### src/rtl/plru_set_assoc.sv
// rtl/plru_set_assoc.sv - per-set tree pseudo-LRU replacement controller with valid tracking and way locking
// Victim lookup uses pre-edge state and is registered, so results arrive one cycle after the request.
module plru_set_assoc #(
  parameter int SETS = 16,
  parameter int WAYS = 8
) (
  input  logic                                 clk_i,
  input  logic                                 rstn_i,
  input  logic                                 flush_i,
  input  logic                                 access_valid_i,
  input  logic [(SETS > 1 ? $clog2(SETS) : 1)-1:0] access_set_i,
  input  logic [$clog2(WAYS)-1:0]              access_way_i,
  input  logic                                 fill_valid_i,
  input  logic [(SETS > 1 ? $clog2(SETS) : 1)-1:0] fill_set_i,
  input  logic [$clog2(WAYS)-1:0]              fill_way_i,
  input  logic                                 inval_valid_i,
  input  logic [(SETS > 1 ? $clog2(SETS) : 1)-1:0] inval_set_i,
  input  logic [$clog2(WAYS)-1:0]              inval_way_i,
  input  logic [WAYS-1:0]                      lock_mask_i,
  input  logic                                 victim_req_i,
  input  logic [(SETS > 1 ? $clog2(SETS) : 1)-1:0] victim_set_i,
  output logic                                 victim_valid_o,
  output logic [$clog2(WAYS)-1:0]              victim_way_o,
  output logic                                 victim_is_invalid_o,
  output logic                                 victim_none_o
);

  localparam int SW = (SETS > 1) ? $clog2(SETS) : 1;
  localparam int WW = $clog2(WAYS);

  logic [WAYS-2:0] tree_q  [SETS];
  logic [WAYS-2:0] tree_d  [SETS];
  logic [WAYS-1:0] valid_q [SETS];
  logic [WAYS-1:0] valid_d [SETS];

  // Point every node on w's root-to-leaf path away from w.
  function automatic logic [WAYS-2:0] touch(input logic [WAYS-2:0] t, input logic [WW-1:0] w);
    logic [WAYS-2:0] r;
    logic [WAYS-2:0] mask;
    logic [WW-1:0]   wsh;
    logic            b;
    int              idx;
    r   = t;
    idx = 0;
    for (int l = 0; l < WW; l++) begin
      wsh  = w >> (WW - 1 - l);
      b    = wsh[0];
      mask = {{(WAYS-2){1'b0}}, 1'b1} << idx;
      r    = b ? (r & ~mask) : (r | mask);
      idx  = 2 * idx + (b ? 2 : 1);
    end
    return r;
  endfunction

  // True when every way whose top lvl index bits equal pfx is locked.
  function automatic logic subtree_locked(input logic [WAYS-1:0] lk, input int pfx, input int lvl);
    logic r;
    r = 1'b1;
    for (int i = 0; i < WAYS; i++) begin
      if (((i >> (WW - lvl)) == pfx) && !lk[i]) r = 1'b0;
    end
    return r;
  endfunction

  // Next state per set: invalidate, then fill, then access, so access wins shared nodes.
  always_comb begin
    for (int s = 0; s < SETS; s++) begin
      tree_d[s]  = tree_q[s];
      valid_d[s] = valid_q[s];
      if (inval_valid_i && inval_set_i == SW'(s)) begin
        valid_d[s][inval_way_i] = 1'b0;
      end
      if (fill_valid_i && fill_set_i == SW'(s)) begin
        valid_d[s][fill_way_i] = 1'b1;
        tree_d[s]              = touch(tree_d[s], fill_way_i);
      end
      if (access_valid_i && access_set_i == SW'(s)) begin
        tree_d[s] = touch(tree_d[s], access_way_i);
      end
    end
  end

  logic [WAYS-1:0] sel_valid;
  logic [WAYS-2:0] sel_tree;
  logic            found_inv;
  logic [WW-1:0]   inv_way;
  logic [WW-1:0]   tree_way;
  logic            all_locked;

  assign sel_valid  = valid_q[victim_set_i];
  assign sel_tree   = tree_q[victim_set_i];
  assign all_locked = &lock_mask_i;

  always_comb begin
    found_inv = 1'b0;
    inv_way   = '0;
    for (int i = WAYS - 1; i >= 0; i--) begin
      if (!sel_valid[i] && !lock_mask_i[i]) begin
        found_inv = 1'b1;
        inv_way   = WW'(i);
      end
    end
  end

  // Lock-aware walk: follow each node, but divert to the sibling when the chosen half is fully locked.
  always_comb begin
    logic [WAYS-2:0] tsh;
    logic            b;
    int              p;
    int              idx;
    p   = 0;
    idx = 0;
    for (int l = 0; l < WW; l++) begin
      tsh = sel_tree >> idx;
      b   = tsh[0];
      if (subtree_locked(lock_mask_i, 2 * p + (b ? 1 : 0), l + 1)) b = ~b;
      p   = 2 * p + (b ? 1 : 0);
      idx = 2 * idx + (b ? 2 : 1);
    end
    tree_way = WW'(p);
  end

  always_ff @(posedge clk_i or negedge rstn_i) begin
    if (!rstn_i) begin
      for (int s = 0; s < SETS; s++) begin
        tree_q[s]  <= '0;
        valid_q[s] <= '0;
      end
    end else if (flush_i) begin
      for (int s = 0; s < SETS; s++) begin
        tree_q[s]  <= '0;
        valid_q[s] <= '0;
      end
    end else begin
      for (int s = 0; s < SETS; s++) begin
        tree_q[s]  <= tree_d[s];
        valid_q[s] <= valid_d[s];
      end
    end
  end

  always_ff @(posedge clk_i or negedge rstn_i) begin
    if (!rstn_i) begin
      victim_valid_o      <= 1'b0;
      victim_way_o        <= '0;
      victim_is_invalid_o <= 1'b0;
      victim_none_o       <= 1'b0;
    end else if (victim_req_i && !flush_i) begin
      victim_valid_o      <= 1'b1;
      victim_way_o        <= all_locked ? '0 : (found_inv ? inv_way : tree_way);
      victim_is_invalid_o <= !all_locked && found_inv;
      victim_none_o       <= all_locked;
    end else begin
      victim_valid_o      <= 1'b0;
      victim_way_o        <= '0;
      victim_is_invalid_o <= 1'b0;
      victim_none_o       <= 1'b0;
    end
  end

endmodule

### config.mk
export PLATFORM = sky130hd
export DESIGN_NAME = plru_set_assoc
export DESIGN_NICKNAME = d
export VERILOG_FILES = /design/src/rtl/plru_set_assoc.sv
export SDC_FILE = /design/constraint.sdc
export NUM_CORES = 1
export LEC_CHECK = 0
export ABC_AREA = 1
export BUFFER_PORTS_ARGS = -buffer_cell sky130_fd_sc_hd__buf_2
export CAP_MARGIN = 10
export CELL_PAD_IN_SITES_DETAIL_PLACEMENT = 1
export CELL_PAD_IN_SITES_GLOBAL_PLACEMENT = 2
export CORE_MARGIN = 1
export CORE_UTILIZATION = 37
export CTS_CLUSTER_SIZE = 20
export DETAILED_ROUTE_END_ITERATION = 16
export GPL_TIMING_DRIVEN = 1
export HOLD_SLACK_MARGIN = 0.05
export PLACE_DENSITY = 0.87
export SETUP_SLACK_MARGIN = 0.1
export SLEW_MARGIN = 20
export SYNTH_ARGS = -nofsm -noshare
export SYNTH_HDL_FRONTEND = slang
export SYNTH_SLANG_ARGS = --single-unit
### constraint.sdc
create_clock -name clk_i -period 3.04 [get_ports clk_i]
set_input_delay 0.608 -clock clk_i [delete_from_list [all_inputs] [get_ports clk_i]]
set_output_delay 0.608 -clock clk_i [all_outputs]
set_load 0.01 [all_outputs]
-- Yosys cells after proc, flatten, opt, wreduce, memory -nomap -nowiden
Cells that the tools add are included.
- equal/unequal tests: 56
- bitwise operators: 169
- $lt $le $gt $ge: 5
- mux-type cells: 233
- reduce and logical (&&, ||, !) cells: 125
- $add $sub $neg: 7
- shift operators: 6
- operators with widths (kind ; count):
    7-bit two-way mux ; 98
    7-bit AND ; 64
    7-bit bitwise OR ; 64
    8-bit two-way mux ; 34
    8-bit AND ; 16
    128-bit two-way mux ; 1
    8-bit bitwise OR ; 16
    1-bit by 32-bit left shift with 7-bit output, first input constant ; 4
    112-bit two-way mux ; 1
    4-bit == test, second input constant ; 24
    32-bit logical NOT ; 3
    1-bit logical AND ; 84
    1-bit two-way mux ; 78
    32-bit adder ; 2
    4-bit by 3-bit == test with 1-bit output, second input constant ; 12
    3-bit nonzero test ; 16
    3-bit two-way mux ; 11
    8-bit binary-select mux with 4-bit select ; 1
    7-bit binary-select mux with 4-bit select ; 1
    7-bit NOT ; 4
    4-bit by 2-bit == test with 1-bit output, second input constant ; 6
    3-bit by 5-bit == test with 1-bit output, first input constant ; 4
    1-bit logical NOT ; 18
    4-bit by 1-bit == test with 1-bit output, second input constant ; 3
    21 further kinds ; 36
- output and inout bits: 6
- register bits after elaboration: 246
- word-level logic and storage cells: 653

-- Longest topological paths before layout
- depth in word-level cells: 52
- mapped depth: 26
- gate-level depth less buffers: 25

-- Least setup slack after synthesis
Ideal clock, no wire load.
- path type: in2reg
- from: input port victim_set_i[0] in the netlist's numbering
- to: register victim_way_o[0]
- required time: 2923 ps
- cell stages on the path: 23
- slack: 323 ps
- arrival time: 2600 ps
- cells stage by stage: buf_6 -> buf_6 -> o21ai_1 -> nand2_1 -> nand3_1 -> nand3_2 -> nand3b_1 -> nand2_2 -> nand2_1 -> nand2_2 -> ha_1 -> inv_1 -> nand3_1 -> nand2_1 -> nand2_1 -> nand2_1 -> inv_1 -> nand2_1 -> nand3b_1 -> nand2_1 -> nand3_1 -> nand3_1 -> nand2_1
- longest elaborated chain between the ends: 52
- elaborated cells on any way between the ends: 125
- RTL lines (element ; line ; RTL):
    start: declaration ; 21 ; input logic [(SETS > 1 ? $clog2(SETS) : 1)-1:0] victim_set_i,
    4-bit NOT with 5-bit output (not written as such) (*) ; 90, 91 ;
    7-bit binary-select mux with 4-bit select ; 91 ; assign sel_tree = tree_q[victim_set_i];
    7-bit two-way mux (not written as such) (2 in a row) ; 91 ;
    1-bit two-way mux ; 116 ; if (subtree_locked(lock_mask_i, 2 * p + (b ? 1 : 0), l + 1)) b = ~b;
    32-bit logical NOT ; 60 ; if (((i >> (WW - lvl)) == pfx) && !lk[i]) r = 1'b0;
    1-bit logical AND ; 60 ;
    1-bit two-way mux (8 in a row) ; 60 ;
    1-bit two-way mux ; 116 ;
    [... 20 more ...] ; n/a ;
    32-bit logical NOT ; 60 ;
    1-bit logical AND ; 60 ;
    1-bit two-way mux (8 in a row) ; 60 ;
    1-bit two-way mux ; 116 ;
    1-bit two-way mux ; 117 ; p = 2 * p + (b ? 1 : 0);
    3-bit by 1-bit adder with 3-bit output ; 117 ;
    3-bit two-way mux (*) (2 in a row) ; 150 ; victim_way_o <= all_locked ? '0 : (found_inv ? inv_way : tree_way);
    3-bit two-way mux (*) ; 148 ; end else if (victim_req_i && !flush_i) begin
    end signal: assignment ; 150 ;
    end: declaration ; 23 ; output logic [$clog2(WAYS)-1:0] victim_way_o,
Mark *: on every way between the ends. The rest lies on a longest branch, timed or not. The select of a mux whose other input is x is not followed.
A chain may end at the register's enable or synchronous reset.

-- Worst setup path in the final report
- from: register tree_q[98] in the netlist's numbering
- to: register victim_way_o[0]
- longest elaborated chain between the ends: 51
- elaborated cells on any way between the ends: 89
- RTL lines (element ; line ; RTL):
    start: declaration ; 31 ; logic [WAYS-2:0] tree_q [SETS];
    start signal: indexed assignment ; 136 ; tree_q[s] <= tree_d[s];
    7-bit binary-select mux with 4-bit select (*) ; 91 ;
    7-bit two-way mux (not written as such) (*) (2 in a row) ; 91 ;
    1-bit two-way mux ; 116 ;
    32-bit logical NOT ; 60 ;
    1-bit logical AND ; 60 ;
    1-bit two-way mux (8 in a row) ; 60 ;
    1-bit two-way mux ; 116 ;
    2-bit two-way mux ; 118 ; idx = 2 * idx + (b ? 2 : 1);
    [... 19 more ...] ; n/a ;
    32-bit logical NOT ; 60 ;
    1-bit logical AND ; 60 ;
    1-bit two-way mux (8 in a row) ; 60 ;
    1-bit two-way mux (*) ; 116 ;
    1-bit two-way mux (*) ; 117 ;
    3-bit by 1-bit adder with 3-bit output (*) ; 117 ;
    3-bit two-way mux (*) (2 in a row) ; 150 ;
    3-bit two-way mux (*) ; 148 ;
Marked as above.

==> out/results.ini <==
[outcome]
status=complete, no violations

[global_route]
grt_max_degree=199
track_usage_pct=32.0
grt.overflow.total=0
grt_pass1_wl_um=94400
antenna_found_initial=2
grt_pass1_vias=15100

[min_path]
min_path_type=in -> reg
min_from=access_way_i[0]
holdPathEnd=tree_q[111]
hold_depth=2

[synthesis]
yosysSeqAreaShare_pct=43.5
yosysUniqueCellTypes=42
synth.ff_latch_count=246
ys.warnings.count=0
syn_avg_cell_area_um2=7.37
syn-cell-area_um2=14100
async_flop_share_pct=100
synth_edf_count=0
synthFlopType=dfrtp_1
synth_cells=1917
syn_nets=1959

[timing]
tightestPinTransition_ns=1.03
rsz0062_at_grt=false
slew_viol_final=0
slew_headroom_pct=31.6
timing.final.crit_share_pct=86.9
finalHoldViolCount=0
period_minus_slack_ns=2.64
tns_ns=0
setup_viol=0
fmax_ghz=0.379
skew_ns=0.0325
setup_slack_ns=0.399

[cts]
htree_levels=1
cts_tree=yes
cts_buffers=29
cts_setup_buffers=0
clkSinkCount=246
cts_max_path_buffers=3
cts-root-buf=clkbuf_16
clock_latency_ns=0.59
clkTransAtPathRegs_ns=0.06

[floorplan]
ioPinCount=46
dieArea_um2=39000
die_h_um=197
row_count=71
dieWidth_um=197
core_um2=37700
start_util_pct=37.5

[critical_path]
crit_slowest_cell=dfrtp_1
critPathMostFrequentCell=nand2_1
path_cells=inv_1, nand2_1, nand3_1, nand3_1, nand3_2, nand2_1, nand2_1, nand2_2, nand2_1, nand2_2, ha_1, inv_1, nand3_1, nand2_1, nand2_1, nand2_1, inv_1, nand2_1, nand3b_1, nand2_1, nand3_1, nand3_1, nand2_1
critical_path_class=reg -> reg
r2r_slack_ns=0.40
reg2reg_depth=23
path_buf_inv=3
crit_fanout=4
required_ns=3.49
crit_family=simple AND/OR/NAND/NOR gates
r2r-start=tree_q[98]
worstPathArrival_ns=3.09
cpPeakStageDelay_ns=0.39
end_kind=register
r2r_end=victim_way_o[0]
crit_path_start_kind=register

[route]
drt_wl_total_um=61300
drt-initial-drc-count=1163
post-route-drc-count=0
ant_nets=0
wire_per_inst_um=24.5
via_per_inst=5.91
vias=14800
firstDrtPassIters=5

[placement]
portBuffers=45
place_congestion=0.921
dp_hpwl_um=44000
place_ws_ns=-0.0861

[run]
drv_cap=0

[final_layout]
drive_gt1_share_pct=10.7
syn2layout_area_growth_pct=14.5
fin_nets=2015
insertedDiodeCount=0

[power_and_ir_drop]
p_per_area_nw_per_um2=497
leakagePower_nw=6.86
ir_drop_mv=0.367

[state kept, by name, indices dropped and copies added (netlist names)]
name / flops
valid_q: 128
victim_is_invalid_o: 1
tree_q: 112
victim_way_o: 3
victim_valid_o: 1
victim_none_o: 1
[cell usage in the layout (no fill, tap or decap), types with 2 or more instances in the layout]
master / netlist / layout
a211oi_1: 30 / 30
a21oi_1: 181 / 181
a221oi_1: 28 / 28
a31oi_1: 2 / 2
buf_12: 1 / 7
buf_2: 25 / 42
buf_4: 7 / 88
bufinv_16: 0 / 2
clkbuf_1: 57 / 5
clkbuf_16: 0 / 29
clkbuf_8: 0 / 9
clkinv_1: 3 / 3
clkinv_2: 0 / 7
dfrtp_1: 246 / 245
ha_1: 2 / 2
inv_1: 110 / 110
inv_2: 2 / 2
nand2_1: 401 / 401
nand2_2: 8 / 8
nand3_1: 156 / 156
nand3_2: 2 / 2
nand3b_1: 6 / 6
nand3b_2: 2 / 2
nor2_1: 235 / 235
nor2_4: 2 / 2
nor3_1: 7 / 4
nor3_2: 0 / 3
nor3b_1: 21 / 21
o211ai_1: 31 / 31
o21ai_0: 271 / 271
o21ai_1: 27 / 27
o221ai_1: 15 / 15
o22ai_1: 3 / 3
[cell type report]
type / instances / area (µm²)
tap: 511 / 639
timing repair buffer: 140 / 1050
multi-input combinational: 1440 / 6920
fill: 4799 / 21500
sequential: 246 / 6160
clock inverter: 10 / 104
inverter: 116 / 443
clock buffer: 43 / 868
[synthesized netlist by cell type, types with 3 or more instances]
cell type  number  area share (%)
buf_1          10            0.27
dfrtp_1       246              44
clkbuf_1       57             1.5
inv_1         110             2.9
nand3b_1        6            0.32
buf_2          25            0.89
nand2_1       401              11
o221ai_1       15            0.93
o22ai_1         3            0.13
nor3b_1        21             1.1
nor2_1        235             6.2
buf_4           7            0.37
a221oi_1       28             1.7
a21oi_1       181             6.4
nor3_1          7            0.25
buf_6          12            0.96
buf_8           3            0.32
o21ai_0       271             9.6
a211oi_1       30             1.6
nand3_1       156             5.5
o21ai_1        27            0.96
nand2_2         8            0.35
clkinv_1        3           0.080
o211ai_1       31             1.6
[metal layers]
metal	track usage [%]	share of wire, %	vias to the layer above
met2	50.0	45	470
met4	10.0	2.8	6
met3	4.05	5.9	107
met5	0	0.055	-
li1	-	-	6670
met1	45.9	46	7566
[worst max path at each step]
| stage | from | endpoint | slack, ns | depth (start not counted) |
|---|---|---|---|---|
| floorplan | victim_set_i[0] | victim_way_o[0] | 0.32 | 23 |
| global placement | victim_set_i[0] | victim_way_o[0] | 0.004 | 25 |
| detailed placement | victim_set_i[0] | victim_way_o[0] | -0.09 | 24 |
| CTS | tree_q[15] | victim_way_o[0] | 0.39 | 22 |
| global route | tree_q[98] | victim_way_o[0] | 0.12 | 24 |
| finish | tree_q[98] | victim_way_o[0] | 0.40 | 23 |
[power breakdown]
| group | internal (mW) | leakage (nW) | switching, mW | total [mW] |
|---|---|---|---|---|
| sequential | 3.31 | 3.42 | 0.0263 | 3.34 |
| combinational | 0.294 | 2.95 | 0.758 | 1.05 |
| clock | 2.13 | 0.488 | 1.52 | 3.65 |
| total | 5.74 | 6.86 | 2.31 | 8.04 |
[worst reg2reg max path, stage by stage, from the launching register on]
cell and delay (ns):
dfrtp_1 0.39, inv_1 0.12, nand2_1 0.07, nand3_1 0.09
nand3_1 0.10, nand3_2 0.11, nand2_1 0.08, nand2_1 0.07
nand2_2 0.06, nand2_1 0.07, nand2_2 0.06, ha_1 0.32
inv_1 0.13, nand3_1 0.10, nand2_1 0.07, nand2_1 0.05
nand2_1 0.08, inv_1 0.05, nand2_1 0.11, nand3b_1 0.11
nand2_1 0.07, nand3_1 0.08, nand3_1 0.08, nand2_1 0.04
[through the flow]
step                std cells  power [mW]  hold WS [ns]  cell area (µm²)  util [%]
floorplan                1917        3.97         0.312            14100         -
global placement         2452        4.42         0.521            15200      40.4
detailed placement       2452        4.44         0.532            15200      40.4
CTS                      2506        8.06         0.255            16200      43.0
global route             2506        8.27         0.282            16200      43.0
finish                   2506        8.04         0.264            16200      43.0
[what timing repair did]
action | 4_1_cts | 5_1_grt
gates resized for setup | 0 | 1
endpoints found under the setup margin | 0 | 1
hold buffers | 1 | 0
hold endpoints to repair | 26 | 0
[cells by family after synthesis]
group	Yosys count	synth area share, %
AND/OR/NAND/NOR	844	25.2
adder cells (fa/ha/maj)	2	0.177
multiplexers	1	0.0708
AO/OA/AOI/OAI	593	23.5
buffers and inverters	231	7.59
flip-flops	246	43.5
(Power assumes the default switching activity.)
